### src/rtl/line_write_combiner_if.sv
// Store-side and memory-side handshake bundle for the line write combiner.
interface line_write_combiner_if;
  logic         cpu_write;
  logic [15:0]  cpu_addr;
  logic [15:0]  cpu_wdata;
  logic [1:0]   cpu_wmask;
  logic         flush_req;
  logic         cpu_resp;
  logic         busy;
  logic         mem_write;
  logic [15:0]  mem_address;
  logic [127:0] mem_wdata;
  logic [15:0]  mem_byte_enable;
  logic         mem_resp;
  logic         flush_done;

  modport master (
    output cpu_write, cpu_addr, cpu_wdata, cpu_wmask, flush_req, mem_resp,
    input  cpu_resp, busy, mem_write, mem_address, mem_wdata, mem_byte_enable, flush_done
  );

  modport slave (
    input  cpu_write, cpu_addr, cpu_wdata, cpu_wmask, flush_req, mem_resp,
    output cpu_resp, busy, mem_write, mem_address, mem_wdata, mem_byte_enable, flush_done
  );
endinterface

### src/rtl/line_write_combiner.sv
// Merges 16-bit stores into one 128-bit line with byte-valid tracking and
// drains it to memory with a held request/response handshake.
module lwc_lane (
  input  logic [15:0] old_data,
  input  logic [1:0]  old_mask,
  input  logic        sel,
  input  logic [15:0] wdata,
  input  logic [1:0]  wmask,
  output logic [15:0] new_data,
  output logic [1:0]  new_mask
);
  always_comb begin
    new_data = old_data;
    new_mask = old_mask;
    if (sel && wmask[0]) begin
      new_data[7:0] = wdata[7:0];
      new_mask[0]   = 1'b1;
    end
    if (sel && wmask[1]) begin
      new_data[15:8] = wdata[15:8];
      new_mask[1]    = 1'b1;
    end
  end
endmodule

module line_write_combiner #(
  parameter bit AUTO_FLUSH = 1'b1,
  parameter int TAG_W      = 12
) (
  input logic clk,
  input logic reset_n,
  line_write_combiner_if.slave bus
);
  localparam int NUM_LANES = 8;
  localparam int VEC_W     = 16;

  typedef enum logic [1:0] {EMPTY, HOLD, FLUSH} state_t;

  state_t state, state_nxt;
  logic [TAG_W-1:0]                    tag;
  logic [NUM_LANES-1:0][VEC_W-1:0]     line, base_line, merged_line;
  logic [NUM_LANES-1:0][1:0]           mask, base_mask, merged_mask;
  logic                                hit, accept, done;

  assign hit = (state == HOLD) && (bus.cpu_addr[15 -: TAG_W] == tag);

  // A fresh line starts from all-zero data and no valid bytes.
  assign base_line = (state == EMPTY) ? '0 : line;
  assign base_mask = (state == EMPTY) ? '0 : mask;

  for (genvar g = 0; g < NUM_LANES; g++) begin : g_lane
    lwc_lane u_lane (
      .old_data (base_line[g]),
      .old_mask (base_mask[g]),
      .sel      (bus.cpu_addr[3:1] == 3'(g)),
      .wdata    (bus.cpu_wdata),
      .wmask    (bus.cpu_wmask),
      .new_data (merged_line[g]),
      .new_mask (merged_mask[g])
    );
  end

  always_comb begin
    state_nxt = state;
    accept    = 1'b0;
    done      = 1'b0;
    case (state)
      EMPTY: if (bus.cpu_write) begin
        accept    = 1'b1;
        state_nxt = HOLD;
      end
      HOLD: begin
        if (bus.cpu_write && hit) begin
          accept = 1'b1;
          if (bus.flush_req || (AUTO_FLUSH && (merged_mask == '1))) state_nxt = FLUSH;
        end else if (bus.cpu_write || bus.flush_req) begin
          state_nxt = FLUSH;
        end
      end
      FLUSH: if (bus.mem_resp) begin
        done      = 1'b1;
        state_nxt = EMPTY;
      end
      default: state_nxt = EMPTY;
    endcase
  end

  always_ff @(posedge clk or negedge reset_n) begin
    if (!reset_n) begin
      state <= EMPTY;
      tag   <= '0;
      line  <= '0;
      mask  <= '0;
    end else begin
      state <= state_nxt;
      if (accept) begin
        line <= merged_line;
        mask <= merged_mask;
        if (state == EMPTY) tag <= bus.cpu_addr[15 -: TAG_W];
      end
      if (done) mask <= '0;
    end
  end

  // mem_write follows the state register so an async reset drops it at once.
  assign bus.cpu_resp        = accept;
  assign bus.busy            = (state != EMPTY);
  assign bus.mem_write       = (state == FLUSH);
  assign bus.mem_address     = {tag, 4'b0000};
  assign bus.mem_wdata       = line;
  assign bus.mem_byte_enable = mask;
  assign bus.flush_done      = done;
endmodule

### src/flat_wrapper.sv
// flat-port wrapper written by rule: the top's interface ports become plain ports
module line_write_combiner_flat 
#(
  parameter bit AUTO_FLUSH = 1'b1,
  parameter int TAG_W      = 12
)
  (clk, reset_n, bus_cpu_write, bus_cpu_addr, bus_cpu_wdata, bus_cpu_wmask, bus_flush_req, bus_mem_resp, bus_cpu_resp, bus_busy, bus_mem_write, bus_mem_address, bus_mem_wdata, bus_mem_byte_enable, bus_flush_done);
  line_write_combiner_if bus_i ();
  input logic clk;
  input logic reset_n;
  input wire logic [$bits(bus_i.cpu_write)-1:0] bus_cpu_write;
  input wire logic [$bits(bus_i.cpu_addr)-1:0] bus_cpu_addr;
  input wire logic [$bits(bus_i.cpu_wdata)-1:0] bus_cpu_wdata;
  input wire logic [$bits(bus_i.cpu_wmask)-1:0] bus_cpu_wmask;
  input wire logic [$bits(bus_i.flush_req)-1:0] bus_flush_req;
  input wire logic [$bits(bus_i.mem_resp)-1:0] bus_mem_resp;
  output wire logic [$bits(bus_i.cpu_resp)-1:0] bus_cpu_resp;
  output wire logic [$bits(bus_i.busy)-1:0] bus_busy;
  output wire logic [$bits(bus_i.mem_write)-1:0] bus_mem_write;
  output wire logic [$bits(bus_i.mem_address)-1:0] bus_mem_address;
  output wire logic [$bits(bus_i.mem_wdata)-1:0] bus_mem_wdata;
  output wire logic [$bits(bus_i.mem_byte_enable)-1:0] bus_mem_byte_enable;
  output wire logic [$bits(bus_i.flush_done)-1:0] bus_flush_done;
  assign bus_i.cpu_write = bus_cpu_write;
  assign bus_i.cpu_addr = bus_cpu_addr;
  assign bus_i.cpu_wdata = bus_cpu_wdata;
  assign bus_i.cpu_wmask = bus_cpu_wmask;
  assign bus_i.flush_req = bus_flush_req;
  assign bus_i.mem_resp = bus_mem_resp;
  assign bus_cpu_resp = bus_i.cpu_resp;
  assign bus_busy = bus_i.busy;
  assign bus_mem_write = bus_i.mem_write;
  assign bus_mem_address = bus_i.mem_address;
  assign bus_mem_wdata = bus_i.mem_wdata;
  assign bus_mem_byte_enable = bus_i.mem_byte_enable;
  assign bus_flush_done = bus_i.flush_done;
  line_write_combiner #(.AUTO_FLUSH(AUTO_FLUSH), .TAG_W(TAG_W)) u_core (.clk(clk), .reset_n(reset_n), .bus(bus_i));
endmodule
### config.mk
export PLATFORM = sky130hd
export DESIGN_NAME = line_write_combiner_flat
export DESIGN_NICKNAME = d
export VERILOG_FILES = /design/src/rtl/line_write_combiner_if.sv /design/src/rtl/line_write_combiner.sv /design/src/flat_wrapper.sv
export SDC_FILE = /design/constraint.sdc
export NUM_CORES = 1
export LEC_CHECK = 0
export CORE_MARGIN = 10
export CORE_UTILIZATION = 35
export DETAILED_ROUTE_END_ITERATION = 6
export HOLD_SLACK_MARGIN = 0.08
export PLACE_DENSITY_LB_ADDON = 0.25
export RECOVER_POWER = 25
export SLEW_MARGIN = 20
export SYNTH_ARGS = -nofsm -noshare
export SYNTH_HDL_FRONTEND = slang
export SYNTH_HIERARCHICAL = 1
export SYNTH_SLANG_ARGS = --single-unit
### constraint.sdc
create_clock -name clk -period 1.8 [get_ports clk]
set_input_delay 0.27 -clock clk [delete_from_list [all_inputs] [get_ports clk]]
set_output_delay 0.27 -clock clk [all_outputs]
set_load 0.02 [all_outputs]
# After elaboration in Yosys (flattened, before gate mapping)
# Index checks and enable logic that the tools add are counted.
[op_classes]
eq_ne = 15
n_mux = 47
n_reduce_logical = 58
[ops]
columns = ["op", "count"]
rows = [
  ["$mux W128", 1],
  ["$mux W8", 16],
  ["$mux W16", 3],
  ["$reduce_bool A2 Y1", 18],
  ["$reduce_and A2 Y1", 17],
  ["$mux W1", 20],
  ["$logic_and A1 B1 Y1", 18],
  ["$eq A16 B16 Y1 const B", 1],
  ["$eq A12 B12 Y1", 1],
  ["$eq A3 B3 Y1 const B", 4],
  ["$mux W2", 5],
  ["$eq A3 B2 Y1 const B", 2],
  ["$ne A3 B3 Y1 const B", 2],
  ["$pmux W2 S3", 1],
  ["$ne A2 B2 Y1 const B", 2],
  ["$reduce_and A4 Y1", 1],
  ["$eq A3 B1 Y1 const B", 1],
  ["$logic_not A3 Y1", 1],
  ["$eq A2 B1 Y1 const B", 1],
  ["$eq A2 B2 Y1 const B", 1],
  ["$logic_not A2 Y1", 1],
  ["$logic_or A1 B1 Y1", 2],
  ["$pmux W1 S2", 1],
]
[totals]
register_bits = 158
inputBits = 39
out_inout_bits = 164
wordCells = 146

# Longest topological paths before layout
# Gate-level depths: netlist of the first run.
[logic_depth]
depth_word = 8
depth_mapped = 10
depth_no_buf = 8

# Cells and area by module
# Netlist of the first run, hierarchy kept.
[by_module_without_submodules]
columns = ["module", "n_inst", "cells_each", "area_per_inst_um2", "seq_area_each_um2"]
rows = [
  ["line_write_combiner", 1, 549, 7209.4, 3953.8],
  ["lwc_lane", 8, 20, 207.7, 0.0],
]

# Worst setup path after synthesis of the first run
# OpenSTA, ideal clock, no wires.
[synth_timing]
kind = "register to register"
from = "register u_core.tag[2]"
to = "register u_core.line, in the netlist u_core/bus.mem_wdata[24]"
setup_time_ps = 127
arrival_ps = 1876
required_time_ps = 1673
path_slack_ps = -203
stages_incl_launch_ff = 8
path_buffers = 3
synth_period_minus_slack_ps = 2003
path_cell_list = "dfrtp_1 > xnor2_1 > nand4_1 > o41ai_2 > buf_4 > buf_6 > buf_6 > mux2_1"
[synth_via]
elab_chain_len = 6
[synth_rtl]
columns = ["item", "line_no", "source"]
rows = [
  ["start: declaration", "line_write_combiner.sv:40", "logic [TAG_W-1:0] tag;"],
  ["start signal: assignment", "line_write_combiner.sv:99", "if (state == EMPTY) tag <= bus.cpu_addr[15 -: TAG_W];"],
  ["$eq A12 B12 Y1", "line_write_combiner.sv:45", "assign hit = (state == HOLD) && (bus.cpu_addr[15 -: TAG_W] == tag);"],
  ["$logic_and A1 B1 Y1", "line_write_combiner.sv:45", ""],
  ["$logic_and A1 B1 Y1", "line_write_combiner.sv:73", "if (bus.cpu_write && hit) begin"],
  ["$mux W1", "line_write_combiner.sv:73", ""],
  ["$pmux W1 S2", "line_write_combiner.sv:67", "case (state)"],
  ["$reduce_and A2 Y1 (no source line)", "--", ""],
  ["end signal: assignment", "line_write_combiner.sv:97", "line <= merged_line;"],
  ["end: declaration", "line_write_combiner.sv:41", "logic [NUM_LANES-1:0][VEC_W-1:0] line, base_line, merged_line;"],
]
# No other way between the ends.
# A chain may end at the register's enable or synchronous reset.

# Worst setup path after layout of the first run
[layout_timing]
from = "register u_core.tag[10]"
to = "register u_core.line, in the netlist u_core/bus.mem_wdata[16]"
# The elaborated chain is that of the path after synthesis.

==> out/metrics.csv, run 1 <==
stage;metric;value;unit
sta;finalSetupTns;-45.38;ns
critical_path;rr_startpoint;u_core/tag[10];
synth;synth_warnings;6;
synth;synthAdderAreaFrac;0;%
sta;skew;0.0153;ns
synth;syn_inst;709;
die;fp.dieW;179;um
clock_tree;cts.sinks;158;
sta;rsz0062_at_grt;yes;
synth;synth.ff_latch_count;158;
sta;final_hold_viol_count;0;
critical_path;endpoint;u_core/bus.mem_wdata[16];
place;hpwlAfterDp;19000;um
critical_path;path_class;reg -> reg;
critical_path;crit_fanout;5;
clock_tree;clock_latency;0.43;ns
global_routing;grtUsageTotal;17.0;%
critical_path;rr_endpoint;u_core/bus.mem_wdata[16];
sta;slew_headroom;37.9;%
die;io_pins;203;
die;rows;58;
die;die_h;179;um
sta;setup_viol;147;
cells_and_area;syn2layout_area_growth;48.7;%
critical_path;start_kind;register;
hold_path;min_path_type;reg -> reg;
die;core-area;25000;um^2
synth;synth_compound_area_share;2.20;%
sta;setup_ws;-0.396;ns
clock_tree;root_buffer;clkbuf_16;
pwr;power_density;1580;nW/um^2
drt;avgRoutedWirePerCell;20.6;um
clock_tree;cts_max_level;4;
sta;whs;0.503;ns
drt;drc;0;
synth;synth_top_family_by_area;multiplexers;
clock_tree;clock_path_buffers;2;
critical_path;reg2reg_depth;9;
drt;drtPass1Iterations;4;
flow_run;cap_viol_max_count;0;
critical_path;rrSetupSlack;-0.40;ns
synth;ys.flop_type;dfrtp_1;
drt;viasPerCell;4.85;
synth;synth_simple_gate_area_share;14.7;%
drt;drt_iter0_markers;343;
critical_path;crit_start;u_core/tag[10];
clock_tree;numCtsBuffers;17;
global_routing;grt_overflow;0;
pwr;p_leak;6.29;nW
drt;routed_wl;27700;um
synth;netlist_top_cells_area;dfrtp_1, mux2_2, and2_1;
critical_path;cp.required;2.10;ns
pwr;irDropWorstVdd;0.759;mV
place;place_congestion;0.761;
die;initial_utilization;35.4;%
sta;tightest_slew;0.932;ns
global_routing;grt_pass1_wl;41900;um
cells_and_area;num-fill-cells;2246;
global_routing;grt_max_degree;51;
synth;muxShareOfSynthArea;34.3;%
synth;yosys.area_share.xor_xnor;1.18;%
cells_and_area;drive_gt1_share;43.0;%
drt;vias;6522;
die;die_area;32100;um^2
synth;async_flop_share;100;%
synth;synth_area_per_cell;12.5;um^2
sta;final.min_clock_period;2.20;ns
clock_tree;clkSlewWorstSetupHoldPaths;0.07;ns
critical_path;crit_path_end_kind;register;
outcome;violations;setup timing;
clock_tree;cts_tree;yes;
synth;synth_cell_types;34;
cells_and_area;final_nets;1040;
synth;synth_edf_count;0;
global_routing;grt_pass1_vias;7006;
sta;period_share;122;%
drt;antenna_left;0;
global_routing;antenna_found_initial;1;
place;dp_slack;-0.763;ns
synth;yosysTopAreaCell;dfrtp_1;
critical_path;cp.arrival;2.50;ns
outcome;status;finished, violations left;
synth;syn-cell-area;8870;um^2
synth;yosysSeqAreaShare;44.6;%
hold_path;holdCritStartpoint;u_core/bus.mem_wdata[60];
place;port_buffers;197;
synth;yosys.area.top_type_share;44.6;%
sta;max_freq;455;MHz
sta;final_max_slew_viol_count;0;
==> worst max-delay path, cell delays in order (launching register included) <==
cell and delay (ns):
dfrtp_2 0.41, xnor2_1 0.16, nand3_2 0.16, o41ai_4 0.38, buf_6 0.17, buf_12 0.11
buf_12 0.13, buf_12 0.12, buf_16 0.12, mux2_4 0.29
==> power breakdown <==
part           internal, mW  switching, mW  leakage [nW]
registers              4.88           1.03          2.13
logic                  6.19           5.07          3.88
clock network          2.21           1.50         0.275
total                  13.3           7.61          6.29
==> cell usage after synthesis, types with 2 or more instances <==
library cell,count
buf_4,15
and3b_1,3
nand2_1,3
a32o_1,16
mux2_2,236
buf_6,3
buf_8,3
nor4_1,2
or2b_1,16
nor2_1,4
xnor2_1,12
a21oi_1,2
nand4_1,6
clkbuf_1,16
nand2_2,16
mux2_1,33
nor3b_1,4
dfrtp_1,158
buf_1,2
and2_1,145
==> how the worst min path moves through the flow <==
stage,end,cells past startpoint,slack (ns)
floorplan,u_core/bus.mem_byte_enable[0],0,-0.03
global placement,u_core/bus.mem_wdata[24],1,0.20
detailed placement,u_core/bus.mem_wdata[28],1,0.20
CTS,u_core/bus.mem_wdata[28],2,0.31
global route,u_core/tag[8],2,0.51
finish,u_core/bus.mem_wdata[60],1,0.50
==> layout make-up <==
class	count	area (um^2)	share of cell area, %
Inverter	2	8.76	0.0664
Clock inverter	11	143	1.08
Tap cell	330	413	3.13
Antenna cell	2	5.00	0.0380
Timing Repair Buffer	310	3270	24.8
Multi-Input combinational cell	512	4940	37.4
Clock buffer	21	450	3.42
Sequential cell	158	3970	30.1
==> logic make-up (layout without fill, tap and decap cells) <==
kind of cell | count (synthesis) | after routing
DFF | 158 | 158
muxes | 270 | 270
and+or+nand+nor | 206 | 206
buffers and inverters | 42 | 344
xor gates and xnor gates | 12 | 12
AOI/OAI and AO/OA | 20 | 20
other | 1 | 6
==> per-layer routing <==
metal | routed length, um | track usage, % | vias to the layer above
met2 | 13700 | 28.7 | 119
met1 | 12400 | 21.4 | 3306
li1 | - | - | 3083
met3 | 1410 | 3.90 | 14
met4 | 276 | 4.37 | 0
met5 | 0 | 0 | -
==> stage by stage <==
stage	instances	total power, mW	util, %	area (um^2)
4_1_cts	1341	20.9	52.1	13100
3_3_place_gp	1291	16.1	47.7	11900
3_5_place_dp	1291	16.2	47.7	11900
6_report	1346	20.9	52.7	13200
2_1_floorplan	712	11.1	-	8910
5_1_grt	1345	22.1	52.7	13200
==> flip-flops by register name, summed over array words and instances, names as in the netlist <==
name / flops
u_core/bus.mem_wdata: 128
u_core/bus.mem_byte_enable: 16
u_core/tag: 12
u_core/state: 2
==> layout by cell type, fill, tap and decap left out, types with 4 or more instances in the layout <==
| cell | n |
|---|---|
| a32o_1 | 16 |
| and2_1 | 144 |
| buf_12 | 21 |
| buf_4 | 71 |
| buf_6 | 10 |
| clkbuf_16 | 20 |
| clkdlybuf4s50_1 | 177 |
| clkinv_2 | 4 |
| clkinvlp_4 | 5 |
| conb_1 | 4 |
| dfrtp_1 | 148 |
| dfrtp_2 | 10 |
| dlygate4sd2_1 | 10 |
| dlymetal6s2s_1 | 6 |
| mux2_1 | 17 |
| mux2_2 | 198 |
| mux2_4 | 54 |
| nand2_2 | 16 |
| nand4_1 | 6 |
| nor3b_1 | 4 |
| or2b_1 | 16 |
| xnor2_1 | 7 |
| xnor2_2 | 5 |
==> what timing repair did <==
item                       4_1_cts  5_1_grt
gates cloned                     8        3
hold endpoints to repair        29        0
setup endpoints to repair      157      153
hold buffers                     1        0
setup buffers                   11        4
pin swaps                        5        4
resized for setup               84       38
Note: power is estimated with default switching activity, not from simulation.
==> run 2: changes to the inputs <==
--- a/config.mk
+++ b/config.mk
@@ -14,5 +14,5 @@
 export SLEW_MARGIN = 20
 export SYNTH_ARGS = -nofsm -noshare
 export SYNTH_HDL_FRONTEND = slang
-export SYNTH_HIERARCHICAL = 1
 export SYNTH_SLANG_ARGS = --single-unit
+export TNS_END_PERCENT = 20
==> run 2 against run 1 <==
The run still ends with setup timing left; non-clock buffer count is 35 lower; fmax increased by 7.2%; register-to-register slack improved by 0.15 ns; via count is 19% lower; final cell count shrank 27%; sequential cell count stayed put; global-route usage increased by 1.3 points; synthesized cell count down 32%; wire length decreased by 20%; die area decreased by 24%; sequential share of layout area rose by 9.4 points; combinational power fell by 64%; highest routed layer unchanged.
==> out/metrics.csv, run 2 <==
stage;metric;value;unit;change
global_routing;grtUsageTotal;18.3;%;was 17.0%
pwr;irDropWorstVdd;0.607;mV;was 0.759 mV
synth;ys.flop_type;dfrtp_1;;unchanged
cells_and_area;final_nets;783;;was 1040
cells_and_area;drive_gt1_share;21.2;%;was 43.0%
sta;period_share;114;%;was 122%
pwr;p_leak;4.81;nW;was 6.29 nW
critical_path;crit_path_top_delay_cell;dfrtp_2;;unchanged
die;core-area;18100;um^2;was 25000 um^2
die;die_h;156;um;was 179 um
place;placed_area;9270;um^2;was 11900 um^2
clock_tree;cts_max_level;4;;unchanged
critical_path;rr_endpoint;u_core.bus.mem_wdata[31];;was u_core/bus.mem_wdata[16]
sta;rsz0062_at_grt;yes;;unchanged
place;port_buffers;197;;unchanged
place;dp.cells;949;;was 1291
sta;finalSetupTns;-24.12;ns;was -45.38 ns
drt;avgRoutedWirePerCell;22.6;um;was 20.6 um
die;rows;49;;was 58
cells_and_area;fin_util;55.3;%;was 52.7%
synth;synth.ff_latch_count;158;;unchanged
critical_path;reg2reg_depth;8;;was 9
hold_path;min_path_type;in -> reg;;was reg -> reg
die;die_area;24400;um^2;was 32100 um^2
global_routing;grt_pass1_vias;5729;;was 7006
sta;skew;0.0120;ns;was 0.0153 ns
cells_and_area;layout_common_cells;clkdlybuf4s50_1, dfrtp_1, a22o_1, buf_4, nand2_1;;was mux2_2, clkdlybuf4s50_1, dfrtp_1, and2_1, buf_4
critical_path;crit_family;simple AND/OR/NAND/NOR gates;;was buffers and inverters
sta;final_max_slew_viol_count;0;;unchanged
synth;synth_edf_count;0;;unchanged
hold_path;min_path_cells;3;;was 1
cells_and_area;final_cell_area;10000;um^2;was 13200 um^2
synth;syn-cell-area;6500;um^2;was 8870 um^2
drt;drt_iter0_markers;336;;was 343
critical_path;cp.arrival;2.35;ns;was 2.50 ns
synth;synth_area_per_cell;13.4;um^2;was 12.5 um^2
critical_path;crit_fanout;8;;was 5
pwr;power_density;1200;nW/um^2;was 1580 nW/um^2
pwr;totalPowerFinal;12.1;mW;was 20.9 mW
sta;setup_viol;144;;was 147
cells_and_area;diodes;0;;was 2
cells_and_area;syn2layout_area_growth;54.4;%;was 48.7%
synth;synth_most_common_cell;dfrtp_1;;was mux2_2
synth;synth_warnings;0;;was 6
hold_path;holdCritStartpoint;bus_cpu_addr[15];;was u_core/bus.mem_wdata[60]
critical_path;critPathBufInv;3;;was 5
cells_and_area;largest_register_ffs;128;;unchanged
clock_tree;root_buffer;clkbuf_16;;unchanged
place;hpwlAfterDp;16300;um;was 19000 um
critical_path;rr_startpoint;u_core.tag[10];;was u_core/tag[10]
outcome;violations;setup timing;;unchanged
critical_path;slowest_delay;0.41;ns;about the same
hold_path;min_to;u_core.tag[11];;was u_core/bus.mem_wdata[60]
outcome;status;finished, violations left;;unchanged
die;initial_utilization;35.8;%;was 35.4%
global_routing;grt_max_degree;55;;was 51
synth;netlist_top_cells_area;dfrtp_1, a22o_1, nand2_1;;was dfrtp_1, mux2_2, and2_1
synth;yosys.area.top_type_share;60.8;%;was 44.6%
drt;vias;5256;;was 6522
drt;viasPerCell;5.34;;was 4.85
sta;slew_headroom;11.5;%;was 37.9%
critical_path;rrSetupSlack;-0.25;ns;was -0.40 ns
cells_and_area;stdcell_count;984;;was 1346
place;place_congestion;0.851;;was 0.761
critical_path;cpMostUsedCell;buf_4;;was buf_12
die;io_pins;203;;unchanged
clock_tree;clock_path_buffers;2;;unchanged
global_routing;antenna_found_initial;0;;was 1
global_routing;grt_pass1_wl;34700;um;was 41900 um
cells_and_area;num-fill-cells;1469;;was 2246
critical_path;cp_cell_sequence;xor2_1, nor4_2, buf_4, and4_4, buf_12, a31oi_1, buf_4, a22o_1;;was xnor2_1, nand3_2, o41ai_4, buf_6, buf_12, buf_12, buf_12, buf_16, mux2_4
sta;final_hold_viol_count;0;;unchanged
drt;routed_wl;22300;um;was 27700 um
drt;antenna_left;0;;unchanged
global_routing;grt_overflow;0;;unchanged
sta;max_freq;488;MHz;was 455 MHz
clock_tree;cts_tree;yes;;unchanged
clock_tree;cts.sinks;158;;unchanged
critical_path;crit_path_end_kind;register;;unchanged
synth;async_flop_share;100;%;unchanged
clock_tree;numCtsBuffers;17;;unchanged
sta;setup_ws;-0.248;ns;was -0.396 ns
die;fp.dieW;156;um;was 179 um
synth;syn_inst;484;;was 709
flow_run;cap_viol_max_count;0;;unchanged
synth;yosysTopAreaCell;dfrtp_1;;unchanged
drt;drc;0;;unchanged
synth;yosysSeqAreaShare;60.8;%;was 44.6%
synth;netlist_top_cells_count;dfrtp_1, a22o_1, nand2_1, buf_1, a21o_1;;was mux2_2, dfrtp_1, and2_1, mux2_1
critical_path;start_kind;register;;unchanged
drt;drtPass1Iterations;5;;was 4
synth;synth_cell_types;46;;was 34
critical_path;cp.required;2.10;ns;about the same
critical_path;path_class;reg -> reg;;unchanged
sta;final.min_clock_period;2.05;ns;was 2.20 ns
cells_and_area;final_common_cell;clkdlybuf4s50_1;;was mux2_2
sta;tightest_slew;1.33;ns;was 0.932 ns
clock_tree;clkSlewWorstSetupHoldPaths;0.06;ns;was 0.07 ns
clock_tree;clock_latency;0.43;ns;about the same
[run 2: power by group]
group	internal, mW	switching, mW
clock network	2.20	1.42
registers	4.03	0.344
logic	1.84	2.21
[run 2: cells by family after synthesis]
kind of cell              after synthesis  synth area share, %
AOI/OAI and AO/OA                     191                 27.2
buffers and inverters                  39                 2.96
xor gates and xnor gates               12                 1.62
DFF                                   158                 60.8
other                                   1               0.0577
muxes                                   4                0.693
and+or+nand+nor                        79                 6.66
[run 2: tightest hold or removal path: stages]
cell	delay, ns
clkdlybuf4s50_1	0.44
nand2_1	0.07
nand2_1	0.04
[run 2: worst max-delay path by stage]
stage	startpoint	end	slack, ns	cells past startpoint
3_3_place_gp	bus_cpu_addr[15]	u_core.bus.mem_wdata[113]	-0.64	8
2_1_floorplan	u_core.tag[10]	u_core.bus.mem_wdata[0]	-0.21	7
4_1_cts	u_core.tag[0]	u_core.bus.mem_wdata[78]	-0.27	8
5_1_grt	u_core.tag[10]	u_core.bus.mem_wdata[31]	-0.36	8
6_report	u_core.tag[10]	u_core.bus.mem_wdata[31]	-0.25	8
3_5_place_dp	bus_cpu_addr[14]	u_core.bus.mem_wdata[117]	-0.69	8
[run 2: layout make-up]
class	instances	area, um^2	area share, %
inverter	2	7.51	0.0748
tap	229	287	2.85
sequential	158	3960	39.5
timing repair buffer	275	2730	27.2
multi-input combinational	290	2470	24.6
clock inverter	10	138	1.37
clock buffer	20	447	4.45
[run 2: timing repair]
item / 4_1_cts / 5_1_grt
gates resized for setup: 41 / 19
pin swaps: 52 / 31
gates cloned: 1 / 0
endpoints found under the setup margin: 153 / 161
setup buffers: 1 / 2
hold buffers: 1 / 0
hold endpoints to repair: 49 / 0
[run 2: per-stage QoR]
step | hold WS [ns] | setup WS (ns)
detailed placement | 0.275 | -0.691
finish | 0.442 | -0.248
global placement | 0.269 | -0.640
floorplan | -0.0256 | -0.212
global route | 0.455 | -0.357
CTS | 0.393 | -0.274
[run 2: layer usage]
metal	vias to the layer above	wire (um)	global-route usage [%]
met5	-	0	0
met4	0	193	4.85
met3	15	1550	6.00
met2	171	10700	29.2
met1	2711	9870	23.4
li1	2359	-	-
